`src/rtl/ssd_scan_decoder_pkg.sv`:
```
// ---------------------------------------------------------------------------
// ssd_pkg
// Shared constants for the seven-segment scan decoder: segment patterns
// (bit0=a .. bit6=g, active-high), the special nibble codes for blank and
// undecodable digits, and the frame-assembly FSM state type.
// ---------------------------------------------------------------------------
package ssd_pkg;

   localparam int SEG_W = 7;

   localparam logic [SEG_W-1:0] SEG_0     = 7'b0111111;
   localparam logic [SEG_W-1:0] SEG_1     = 7'b0000110;
   localparam logic [SEG_W-1:0] SEG_2     = 7'b1011011;
   localparam logic [SEG_W-1:0] SEG_3     = 7'b1001111;
   localparam logic [SEG_W-1:0] SEG_4     = 7'b1100110;
   localparam logic [SEG_W-1:0] SEG_5     = 7'b1101101;
   localparam logic [SEG_W-1:0] SEG_6     = 7'b1111101;
   localparam logic [SEG_W-1:0] SEG_7     = 7'b0000111;
   localparam logic [SEG_W-1:0] SEG_8     = 7'b1111111;
   localparam logic [SEG_W-1:0] SEG_9     = 7'b1101111;
   localparam logic [SEG_W-1:0] SEG_BLANK = 7'b0000000;

   localparam logic [3:0] BCD_BLANK = 4'hF;
   localparam logic [3:0] BCD_ERR   = 4'hE;

   typedef enum logic {
      COLLECT = 1'b0,
      HOLD    = 1'b1
   } scanState_t;

endpackage

```
`src/rtl/ssd_scan_decoder_if.sv`:
```
// ---------------------------------------------------------------------------
// ssd_scan_decoder_if
// Bundles the looped-back display bus (an, seg), the decoded frame outputs
// and the valid/ready/overrun handshake of the scan decoder.
//   master : the side driving the display bus and consuming frames
//   slave  : the decoder itself
// ---------------------------------------------------------------------------
interface ssd_scan_decoder_if #(
   parameter int DIGITS = 4
);
   import ssd_pkg::*;

   logic [DIGITS-1:0]   an;
   logic [SEG_W-1:0]    seg;
   logic [4*DIGITS-1:0] bcd_out;
   logic [DIGITS-1:0]   blank_out;
   logic [DIGITS-1:0]   err_out;
   logic                valid;
   logic                ready;
   logic                overrun;
   logic                overrun_clr;

   modport master (
      output an, seg, ready, overrun_clr,
      input  bcd_out, blank_out, err_out, valid, overrun
   );

   modport slave (
      input  an, seg, ready, overrun_clr,
      output bcd_out, blank_out, err_out, valid, overrun
   );

endinterface

```
`src/rtl/ssd_pattern_decode.sv`:
```
// ---------------------------------------------------------------------------
// ssd_pattern_decode
// Combinational inverse of the BCD-to-segment encoder table.
//   i_seg    : segment pattern, bit0=a .. bit6=g, active-high
//   o_nibble : 0..9 on a table match, BCD_BLANK when all-off, else BCD_ERR
//   o_blank  : pattern was all-off
//   o_err    : pattern is neither a digit nor blank
// ---------------------------------------------------------------------------
module ssd_pattern_decode
   import ssd_pkg::*;
(
   input  logic [SEG_W-1:0] i_seg,
   output logic [3:0]       o_nibble,
   output logic             o_blank,
   output logic             o_err
);

   // Straight table lookup; anything unrecognised falls to the error code.
   always_comb begin
      o_nibble = BCD_ERR;
      o_blank  = 1'b0;
      o_err    = 1'b0;
      case (i_seg)
         SEG_0:     o_nibble = 4'd0;
         SEG_1:     o_nibble = 4'd1;
         SEG_2:     o_nibble = 4'd2;
         SEG_3:     o_nibble = 4'd3;
         SEG_4:     o_nibble = 4'd4;
         SEG_5:     o_nibble = 4'd5;
         SEG_6:     o_nibble = 4'd6;
         SEG_7:     o_nibble = 4'd7;
         SEG_8:     o_nibble = 4'd8;
         SEG_9:     o_nibble = 4'd9;
         SEG_BLANK: begin
            o_nibble = BCD_BLANK;
            o_blank  = 1'b1;
         end
         default:   o_err = 1'b1;
      endcase
   end

endmodule

```
`src/rtl/ssd_scan_decoder.sv`:
```
// ---------------------------------------------------------------------------
// ssd_scan_decoder
// Samples a multiplexed seven-segment bus, accepts each digit once its
// {select, segments} pattern has been stable for STABLE_CYCLES cycles,
// assembles a full frame of DIGITS digits and presents it on valid/ready.
//   clk  : system clock
//   rst  : synchronous active-high reset
//   bus  : ssd_scan_decoder_if.slave (an, seg, ready, overrun_clr in;
//          bcd_out, blank_out, err_out, valid, overrun out)
// Build option: SSD_SCAN_DECODER_ACTIVE_LOW_EN inverts an and seg at the
// input register for common-anode hardware.
// ---------------------------------------------------------------------------
module ssd_scan_decoder
   import ssd_pkg::*;
#(
   parameter int DIGITS        = 4,
   parameter int STABLE_CYCLES = 16,
   parameter int CNT_W         = 16
) (
   input  logic                clk,
   input  logic                rst,
   ssd_scan_decoder_if.slave   bus
);

   localparam logic [CNT_W-1:0] STABLE_MAX = CNT_W'(STABLE_CYCLES);

   logic [DIGITS-1:0]       r_anQ;
   logic [SEG_W-1:0]        r_segQ;
   logic [DIGITS+SEG_W-1:0] r_prevSample;
   logic [CNT_W-1:0]        r_cnt;
   logic [DIGITS-1:0]       r_mask;
   logic [4*DIGITS-1:0]     r_shBcd;
   logic [DIGITS-1:0]       r_shBlank;
   logic [DIGITS-1:0]       r_shErr;
   logic [4*DIGITS-1:0]     r_bcdOut;
   logic [DIGITS-1:0]       r_blankOut;
   logic [DIGITS-1:0]       r_errOut;
   logic                    r_overrun;
   scanState_t              r_state;

   logic [DIGITS+SEG_W-1:0] w_sample;
   logic                    w_oneHot;
   logic [CNT_W-1:0]        w_cntNext;
   logic                    w_capture;
   logic [3:0]              w_nibble;
   logic                    w_blank;
   logic                    w_err;
   logic [DIGITS-1:0]       w_maskMerged;
   logic [4*DIGITS-1:0]     w_shBcd;
   logic [DIGITS-1:0]       w_shBlank;
   logic [DIGITS-1:0]       w_shErr;
   logic                    w_frameDone;
   scanState_t              w_stateNext;
   logic                    w_loadOut;
   logic                    w_setOverrun;
   logic [DIGITS-1:0]       w_maskNext;

   // Single input register stage; everything downstream works on these
   // copies. The common-anode build inverts here so the rest is unchanged.
   always_ff @(posedge clk) begin
      if (rst) begin
         r_anQ  <= '0;
         r_segQ <= '0;
      end else begin
`ifdef SSD_SCAN_DECODER_ACTIVE_LOW_EN
         r_anQ  <= ~bus.an;
         r_segQ <= ~bus.seg;
`else
         r_anQ  <= bus.an;
         r_segQ <= bus.seg;
`endif
      end
   end

   assign w_sample = {r_anQ, r_segQ};
   assign w_oneHot = $onehot(r_anQ);

   // Stability counter: counts consecutive identical one-hot samples and
   // parks at STABLE_MAX so a long run captures only once. A new one-hot
   // sample starts a fresh run at 1; an idle or ghosted select holds it at 0.
   always_comb begin
      w_cntNext = '0;
      if (w_oneHot && (w_sample == r_prevSample)) begin
         w_cntNext = (r_cnt == STABLE_MAX) ? STABLE_MAX : r_cnt + CNT_W'(1);
      end else if (w_oneHot) begin
         w_cntNext = CNT_W'(1);
      end
   end

   assign w_capture = (w_cntNext == STABLE_MAX) && (r_cnt != STABLE_MAX);

   ssd_pattern_decode u_decode (
      .i_seg    (r_segQ),
      .o_nibble (w_nibble),
      .o_blank  (w_blank),
      .o_err    (w_err)
   );

   // Shadow frame as it will look after this cycle's capture (if any), so a
   // completing digit can go straight to the outputs on the same edge.
   always_comb begin
      w_maskMerged = r_mask;
      w_shBcd      = r_shBcd;
      w_shBlank    = r_shBlank;
      w_shErr      = r_shErr;
      if (w_capture) begin
         for (int i = 0; i < DIGITS; i++) begin
            if (r_anQ[i]) begin
               w_shBcd[4*i +: 4] = w_nibble;
               w_shBlank[i]      = w_blank;
               w_shErr[i]        = w_err;
               w_maskMerged[i]   = 1'b1;
            end
         end
      end
   end

   assign w_frameDone = w_capture && (&w_maskMerged);

   // FSM next-state: COLLECT publishes a completed frame and moves to HOLD.
   // In HOLD a completed frame either replaces the one being handed off
   // (ready this cycle) or is dropped and flagged as overrun.
   always_comb begin
      w_stateNext  = r_state;
      w_loadOut    = 1'b0;
      w_setOverrun = 1'b0;
      w_maskNext   = w_maskMerged;
      case (r_state)
         COLLECT: begin
            if (w_frameDone) begin
               w_loadOut   = 1'b1;
               w_maskNext  = '0;
               w_stateNext = HOLD;
            end
         end
         HOLD: begin
            if (w_frameDone) begin
               w_maskNext = '0;
               if (bus.ready) begin
                  w_loadOut = 1'b1;
               end else begin
                  w_setOverrun = 1'b1;
               end
            end else if (bus.ready) begin
               w_stateNext = COLLECT;
            end
         end
         default: w_stateNext = COLLECT;
      endcase
   end

   // FSM state register.
   always_ff @(posedge clk) begin
      if (rst) begin
         r_state <= COLLECT;
      end else begin
         r_state <= w_stateNext;
      end
   end

   // Stability tracking, shadow frame and published frame registers.
   always_ff @(posedge clk) begin
      if (rst) begin
         r_prevSample <= '0;
         r_cnt        <= '0;
         r_mask       <= '0;
         r_shBcd      <= '0;
         r_shBlank    <= '0;
         r_shErr      <= '0;
         r_bcdOut     <= '0;
         r_blankOut   <= '0;
         r_errOut     <= '0;
      end else begin
         r_prevSample <= w_sample;
         r_cnt        <= w_cntNext;
         r_mask       <= w_maskNext;
         r_shBcd      <= w_shBcd;
         r_shBlank    <= w_shBlank;
         r_shErr      <= w_shErr;
         if (w_loadOut) begin
            r_bcdOut   <= w_shBcd;
            r_blankOut <= w_shBlank;
            r_errOut   <= w_shErr;
         end
      end
   end

   // Sticky overrun flag; a new drop in the same cycle as a clear wins.
   always_ff @(posedge clk) begin
      if (rst) begin
         r_overrun <= 1'b0;
      end else if (w_setOverrun) begin
         r_overrun <= 1'b1;
      end else if (bus.overrun_clr) begin
         r_overrun <= 1'b0;
      end
   end

   assign bus.bcd_out   = r_bcdOut;
   assign bus.blank_out = r_blankOut;
   assign bus.err_out   = r_errOut;
   assign bus.valid     = (r_state == HOLD);
   assign bus.overrun   = r_overrun;

endmodule

```
`src/flat_wrapper.sv`:
```
// flat-port wrapper written by rule: the top's interface ports become plain ports
module ssd_scan_decoder_flat import ssd_pkg::*;
#(
   parameter int DIGITS        = 4,
   parameter int STABLE_CYCLES = 16,
   parameter int CNT_W         = 16
)
  (clk, rst, bus_an, bus_seg, bus_ready, bus_overrun_clr, bus_bcd_out, bus_blank_out, bus_err_out, bus_valid, bus_overrun);
  ssd_scan_decoder_if #(.DIGITS(DIGITS)) bus_i ();
  input  logic clk;
  input  logic rst;
  input wire logic [$bits(bus_i.an)-1:0] bus_an;
  input wire logic [$bits(bus_i.seg)-1:0] bus_seg;
  input wire logic [$bits(bus_i.ready)-1:0] bus_ready;
  input wire logic [$bits(bus_i.overrun_clr)-1:0] bus_overrun_clr;
  output wire logic [$bits(bus_i.bcd_out)-1:0] bus_bcd_out;
  output wire logic [$bits(bus_i.blank_out)-1:0] bus_blank_out;
  output wire logic [$bits(bus_i.err_out)-1:0] bus_err_out;
  output wire logic [$bits(bus_i.valid)-1:0] bus_valid;
  output wire logic [$bits(bus_i.overrun)-1:0] bus_overrun;
  assign bus_i.an = bus_an;
  assign bus_i.seg = bus_seg;
  assign bus_i.ready = bus_ready;
  assign bus_i.overrun_clr = bus_overrun_clr;
  assign bus_bcd_out = bus_i.bcd_out;
  assign bus_blank_out = bus_i.blank_out;
  assign bus_err_out = bus_i.err_out;
  assign bus_valid = bus_i.valid;
  assign bus_overrun = bus_i.overrun;
  ssd_scan_decoder #(.DIGITS(DIGITS), .STABLE_CYCLES(STABLE_CYCLES), .CNT_W(CNT_W)) u_core (.clk(clk), .rst(rst), .bus(bus_i));
endmodule
```
`config.mk`:
```
export PLATFORM = sky130hd
export DESIGN_NAME = ssd_scan_decoder_flat
export DESIGN_NICKNAME = d
export VERILOG_FILES = /design/src/rtl/ssd_scan_decoder_pkg.sv /design/src/rtl/ssd_scan_decoder_if.sv /design/src/rtl/ssd_pattern_decode.sv /design/src/rtl/ssd_scan_decoder.sv /design/src/flat_wrapper.sv
export SDC_FILE = /design/constraint.sdc
export NUM_CORES = 1
export LEC_CHECK = 0
export CAP_MARGIN = 20
export CORE_ASPECT_RATIO = 0.5
export CORE_UTILIZATION = 45
export CTS_CLUSTER_DIAMETER = 100
export DETAILED_ROUTE_END_ITERATION = 10
export DONT_BUFFER_PORTS = 1
export GPL_ROUTABILITY_DRIVEN = 0
export GPL_TIMING_DRIVEN = 1
export PLACE_DENSITY = 0.58
export SETUP_SLACK_MARGIN = 0.2
export SYNTH_ARGS = -nofsm -noshare
export SYNTH_HDL_FRONTEND = slang
export SYNTH_SLANG_ARGS = --single-unit
```
`constraint.sdc`:
```
create_clock -name clk -period 4.6 [get_ports clk]
set_input_delay 0 -clock clk [delete_from_list [all_inputs] [get_ports clk]]
set_output_delay 0 -clock clk [all_outputs]
set_load 0.03 [all_outputs]
```
After elaboration in Yosys (flattened, before gate mapping)
Cells that the tools add are included.
- register bits: 92
- add/sub/neg operators: 4
- bitwise operators: 1
- muxes and demuxes: 37
- reductions and logical operators: 8
- equality and inequality tests: 15
- operators by type and width (cell ; number):
    $eq 7x7->1 const B ; 7
    $mux 16 ; 3
    $pmux 4 s11 ; 1
    $eq 16x5->1 const B ; 2
    $mux 4 ; 7
    $mux 1 ; 24
    $add 16x1->16 const B ; 1
    $ne 16x5->1 const B ; 1
    $eq 7x3->1 const B ; 2
    $eq 11x11->1 ; 1
    $reduce_or 11->1 ; 1
    $eq 7x6->1 const B ; 1
    $logic_not 7->1 ; 1
    $add 1x1->2 ; 2
    $pmux 1 s2 ; 2
    $reduce_and 4->1 ; 1
    $add 3x3->3 ; 1
    $eq 3x1->1 const B ; 1
    $logic_and 1x1->1 ; 3
    $reduce_bool 2->1 ; 1
    $reduce_or 2->1 ; 1
    $not 1->1 ; 1

Longest topological paths before layout
- word-level depth: 13
- depth in mapped cells: 12
- mapped depth without buffers: 10

By module
From an unflattened synthesis, not the netlist that was laid out.
- cells, all modules: 499
- area, all modules: 4715.8 um^2
- by module, submodules not included (module ; cells each ; area each (um^2) ; instances):
    ssd_scan_decoder ; 462 ; 4460.5 ; 1
    ssd_pattern_decode ; 37 ; 255.2 ; 1

Worst setup path before layout
OpenSTA, ideal clock, no wires.
- path kind: reg2reg
- start point: register u_core.r_anQ[1]
- end point: register u_core.r_errOut[2] (netlist: u_core.bus.err_out[2])
- library setup time: 0.086 ns
- arrival: 2.695 ns
- slack: 1.819 ns
- data required time: 4.514 ns
- cell stages (with the launch flop): 12
- path buffers: 1
- cell sequence: dfxtp_1 ha_1 ha_1 fa_1 nor2_1 nand2_1 a2111oi_2 and4b_1 buf_6 nand4_4 mux2i_1 a211oi_1
- cells in the longest elaborated chain, start to end: 12
- elaborated cells on any way between the ends: 17
- those cells by class: add/sub: 2; eq/ne: 3; mux: 8; reduce/logical: 4
- ends and longest elaborated chain (item ; line ; source):
    start: declaration ; ssd_scan_decoder.sv:27 ; logic [DIGITS-1:0] r_anQ;
    start signal: assignment ; ssd_scan_decoder.sv:69 ; r_anQ <= bus.an;
    $add 1x1->2 (implied by the code) ; ssd_scan_decoder.sv:76 ; assign w_oneHot = $onehot(r_anQ);
    $add 3x3->3 (implied by the code) ; ssd_scan_decoder.sv:76 ;
    $eq 3x1->1 ; ssd_scan_decoder.sv:76 ;
    $mux 1 / $logic_and 1x1->1 (equally long branches) ; ssd_scan_decoder.sv:85, ssd_scan_decoder.sv:83 ;
    $mux 16 ; ssd_scan_decoder.sv:83 ; if (w_oneHot && (w_sample == r_prevSample)) begin
    $eq 16x5->1 ; ssd_scan_decoder.sv:90 ; assign w_capture = (w_cntNext == STABLE_MAX) && (r_cnt != STABLE_MAX);
    $logic_and 1x1->1 ; ssd_scan_decoder.sv:90 ;
    $mux 4 ; ssd_scan_decoder.sv:106 ; if (w_capture) begin
    $reduce_and 4->1 ; ssd_scan_decoder.sv:118 ; assign w_frameDone = w_capture && (&w_maskMerged);
    $logic_and 1x1->1 ; ssd_scan_decoder.sv:118 ;
    $mux 1, on equally long branches ; ssd_scan_decoder.sv:137, ssd_scan_decoder.sv:130 ;
    $pmux 1 s2 ; ssd_scan_decoder.sv:128 ; case (r_state)
    end signal: assignment ; ssd_scan_decoder.sv:183 ; r_errOut <= w_shErr;
    end: declaration ; ssd_scan_decoder.sv:37 ; logic [DIGITS-1:0] r_errOut;
Several ways; a longest one is shown, not always the timed one.
A chain may end at the register's enable or synchronous reset.

Final worst setup path
- start point: register u_core.r_anQ[1]
- end point: register u_core.r_bcdOut[2] (netlist: u_core.bus.bcd_out[2])
- cells in the longest elaborated chain, start to end: 12
- elaborated cells on any way between the ends: 17
- those cells by class: add/sub: 2; eq/ne: 3; mux: 8; reduce/logical: 4
- ends and longest elaborated chain (item ; line ; source):
    $add 1x1->2 (implied by the code) ; ssd_scan_decoder.sv:76 ;
    $add 3x3->3 (implied by the code) ; ssd_scan_decoder.sv:76 ;
    $eq 3x1->1 ; ssd_scan_decoder.sv:76 ;
    $mux 1 / $logic_and 1x1->1 (equally long branches) ; ssd_scan_decoder.sv:85, ssd_scan_decoder.sv:83 ;
    $mux 16 ; ssd_scan_decoder.sv:83 ;
    $eq 16x5->1 ; ssd_scan_decoder.sv:90 ;
    $logic_and 1x1->1 ; ssd_scan_decoder.sv:90 ;
    $mux 4 ; ssd_scan_decoder.sv:106 ;
    $reduce_and 4->1 ; ssd_scan_decoder.sv:118 ;
    $logic_and 1x1->1 ; ssd_scan_decoder.sv:118 ;
    $mux 1, on equally long branches ; ssd_scan_decoder.sv:137, ssd_scan_decoder.sv:130 ;
    $pmux 1 s2 ; ssd_scan_decoder.sv:128 ;
    end signal: assignment ; ssd_scan_decoder.sv:181 ; r_bcdOut <= w_shBcd;
    end: declaration ; ssd_scan_decoder.sv:35 ; logic [4*DIGITS-1:0] r_bcdOut;
Several ways; a longest one is shown, not always the timed one.

==> summary.md <==
| Metric | Value |
|---|---|
| Outcome | complete, no violations |
| Hold Path Class | in -> reg |
| CTS sink cnt | 92 |
| Commonest non-fill, non-tap cell in the layout | dfxtp_1 |
| Root Buffer | clkbuf_16 |
| Worst setup EP type | flop |
| DRT iter0 DRCs | 148 |
| Setup violators final | 0 |
| Count of unique library cells instantiated by Yosys | 52 |
| Hold EP | u_core.r_prevSample[4]$_SDFF_PP0_ |
| Reg2Reg Setup Slack | 1.08 ns |
| Layout cells sized above 1 | 7.67% |
| All-Layer GR Usage | 18.8% |
| R2R cell count | 10 |
| CP Launch Type | flop |
| IO Count | 41 |
| Setup TNS | 0 ns |
| Max clock buf depth | 2 |
| Cell count after synthesis | 428 |
| Commonest non-fill, non-tap cells in the layout | dfxtp_1 (92), nor2_1 (68), mux2i_1 (27) |
| Worst slew margin | 52.5% |
| XOR/XNOR share of the synthesized area | 5.84% |
| Crit-path max FO | 15 |
| Fin. max-slew vios | 0 |
| Drt drc | 0 |
| Area share of and/or/nand/nor cells after synthesis | 25.9% |
| RSZ-0062 raised after global routing | no |
| Ys Warns | 0 |
| Top cells by area, synth | dfxtp_1 (45%), mux2i_1 (6.7%), nor2_1 (6.3%), xnor2_1 (4.3%), nor2b_1 (3.9%) |
| Die Y | 69.1 um |
| Vias | 2949 |
| Syn nets | 449 |
| Worst path cell trace | ha_1 -> ha_1 -> fa_1 -> nor2_1 -> nand2_1 -> a311oi_1 -> nand3_1 -> and4bb_1 -> nand2b_1 -> o22ai_1 |
| Sequential fraction of the synthesis area | 45.4% |
| TritonCTS buffer count | 9 |
| Wire length per cell | 14.9 um |
| Max Cap Viol | 0 |
| Tmin final | 3.52 ns |
| Antenna-violating nets left | 0 |
| Largest family of logic cells by synthesized area | simple AND/OR/NAND/NOR gates |
| IO buf count | 0 |
| Aggregate routed wire length | 8.14 mm |
| Synth Area in Adders | 2.04% |
| Full die area | 9410 um^2 |
| Fin nets | 446 |
| Final worst-path cycle share | 76.5% |
| Worst skew pair latency | 0.35 ns |
| Largest net degree at the start of global routing | 78 |
| Initial Util | 46.5% |
| Row Count | 24 |
| Final Hold Viols | 0 |
| Via density | 5.39 |
| Diode count | 0 |
| Leakage Power | 1.71 nW |
| Slew @ Worst Pin | 0.712 ns |
| Post-synth EDFFs | 0 |
| Post-synthesis async set-or-reset flop share | 0% |
| Avg Inst Size Synth | 9.47 um^2 |
| Most used cell, CP | ha_1 |
| Area fraction of the dominant cell type after synthesis | 45.4% |
| Compound-gate portion of the synthesized area | 8.74% |
| Number of global-route vias before repair | 2753 |
| DIE WIDTH | 136 um |
| Clock slew at reported path FFs | 0.07 ns |
| Crit path max-delay family | simple AND/OR/NAND/NOR gates |
| Crit path arrival time | 3.79 ns |
| Proportion of synthesized area in mux cells | 7.50% |
| Slowest stage delay, CP | 0.77 ns |
| Mapped Area | 4050 um^2 |
| Worst reg2reg path startpoint | u_core.r_anQ[1]$_SDFF_PP0_ |
| DP HPWL | 5.55 mm |
| Total power | 1.61 mW |
| Global-route wire length before repair | 13.8 mm |
| Reg2reg end | u_core.bus.bcd_out[2]$_SDFFE_PP0P_ |
| Grt total ovfl | 0 |
| Area added between synthesis and finish | 11.7% |
| Slowest-stage cell, CP | and4bb_1 |
| Core area | 8710 um^2 |
| TritonCTS clock tree | built |
| H-Tree Depth | 3 |
| Area leader, netlist | dfxtp_1 |
| Post-CTS Resized | 0 |
| Hold Startpoint | rst |
| Peak Freq | 284 MHz |
| Worst Path Class, Setup | reg -> reg |
| Initial antenna violation count | 0 |
| Worst endpoint required time | 4.87 ns |
| Seq cells post-synth | 92 |
| Hold Path Depth | 2 |
| PwrDens | 355 nW/um^2 |
| Drt pass-1 iters | 4 |
| Buffers & Inverters on Critical Path | 0 |
| Clk_skew | 0.0107 ns |
| WHS | 0.00156 ns |
| Main flop type after synthesis | dfxtp_1 |
| Layout fillers | 829 |
| Worst vdd ir | 223 uV |
cells in the mapped netlist, types with 3 or more instances:
master / n
nor2_1: 68
nor2b_1: 25
nand2b_1: 17
ha_1: 5
and4_1: 3
and3_1: 5
nand2_1: 11
mux2i_1: 27
nand4_1: 8
nand3b_1: 3
xor2_1: 7
inv_1: 9
nand4_4: 4
dfxtp_1: 92
clkbuf_1: 21
buf_2: 6
o22ai_1: 13
o21ai_0: 5
nor4_1: 7
nor3_1: 6
nand3_1: 10
a211oi_1: 16
mux2_2: 3
and2_1: 3
xnor2_1: 20
final cells by class:
cell class / instances / area (um^2) / share of cell area (%)
Multi-Input combinational cell: 295 / 2030 / 44.8
Sequential cell: 92 / 1840 / 40.7
Clock buffer: 10 / 239 / 5.28
Timing Repair Buffer: 18 / 190 / 4.20
Tap cell: 117 / 146 / 3.23
Clock inverter: 6 / 50.0 / 1.11
Inverter: 9 / 33.8 / 0.746
report_power, final:
part / internal, mW / switching [mW]
registers: 0.806 / 0.0154
clock network: 0.390 / 0.324
logic: 0.0384 / 0.0360
total: 1.23 / 0.375
what timing repair did:
| item | CTS | global route |
|---|---|---|
| endpoints found under the hold margin | 80 | 0 |
| hold buffers | 15 | 0 |
| buffers inserted | 0 | 0 |
worst max path at each step:
stage                                          start  slack (ns)  cells after the start                                  end
after floorplan           u_core.r_anQ[1]$_SDFF_PP0_        1.82                     11   u_core.bus.err_out[2]$_SDFFE_PP0P_
after detailed placement  u_core.r_anQ[1]$_SDFF_PP0_        1.12                     10   u_core.bus.bcd_out[2]$_SDFFE_PP0P_
after global routing      u_core.r_anQ[1]$_SDFF_PP0_        0.82                     10  u_core.bus.bcd_out[12]$_SDFFE_PP0P_
after global placement    u_core.r_anQ[1]$_SDFF_PP0_        1.25                     10  u_core.bus.bcd_out[12]$_SDFFE_PP0P_
after CTS                 u_core.r_anQ[1]$_SDFF_PP0_        1.07                     10   u_core.bus.bcd_out[2]$_SDFFE_PP0P_
final                     u_core.r_anQ[1]$_SDFF_PP0_        1.08                     10   u_core.bus.bcd_out[2]$_SDFFE_PP0P_
cells by family after synthesis:
kind of cell,after synthesis
AND/OR/NAND/NOR,184
flip-flops,92
AO/OA/AOI/OAI,48
buffers and inverters,41
multiplexers,30
XOR/XNOR,27
adder cells (fa/ha/maj),6
routing by layer:
layer	up-vias	part of all wire, %	track usage, %
met3	10	5.5	6.55
met1	1395	48	24.9
met4	0	1.2	5.93
li1	1480	-	-
met2	64	45	28.4
met5	-	0	0
flip-flops by register name, indices dropped and copies added (netlist names):
register and count:
u_core.bus.bcd_out 16, u_core.bus.blank_out 4, u_core.bus.err_out 4, u_core.bus.overrun 1, u_core.bus.valid 1, u_core.r_anQ 4, u_core.r_cnt 16, u_core.r_mask 4
u_core.r_prevSample 11, u_core.r_segQ 7, u_core.r_shBcd 16, u_core.r_shBlank 4, u_core.r_shErr 4
metrics by stage:
step | worst slack, ns | util, % | instance area (um^2) | std cells
final | 1.08 | 52.0 | 4530 | 547
after global routing | 0.824 | 52.0 | 4530 | 547
after CTS | 1.07 | 52.0 | 4530 | 547
after detailed placement | 1.12 | 46.8 | 4070 | 516
after global placement | 1.25 | 46.8 | 4070 | 516
after floorplan | 1.82 | - | 4050 | 428
(Power assumes the default switching activity.)
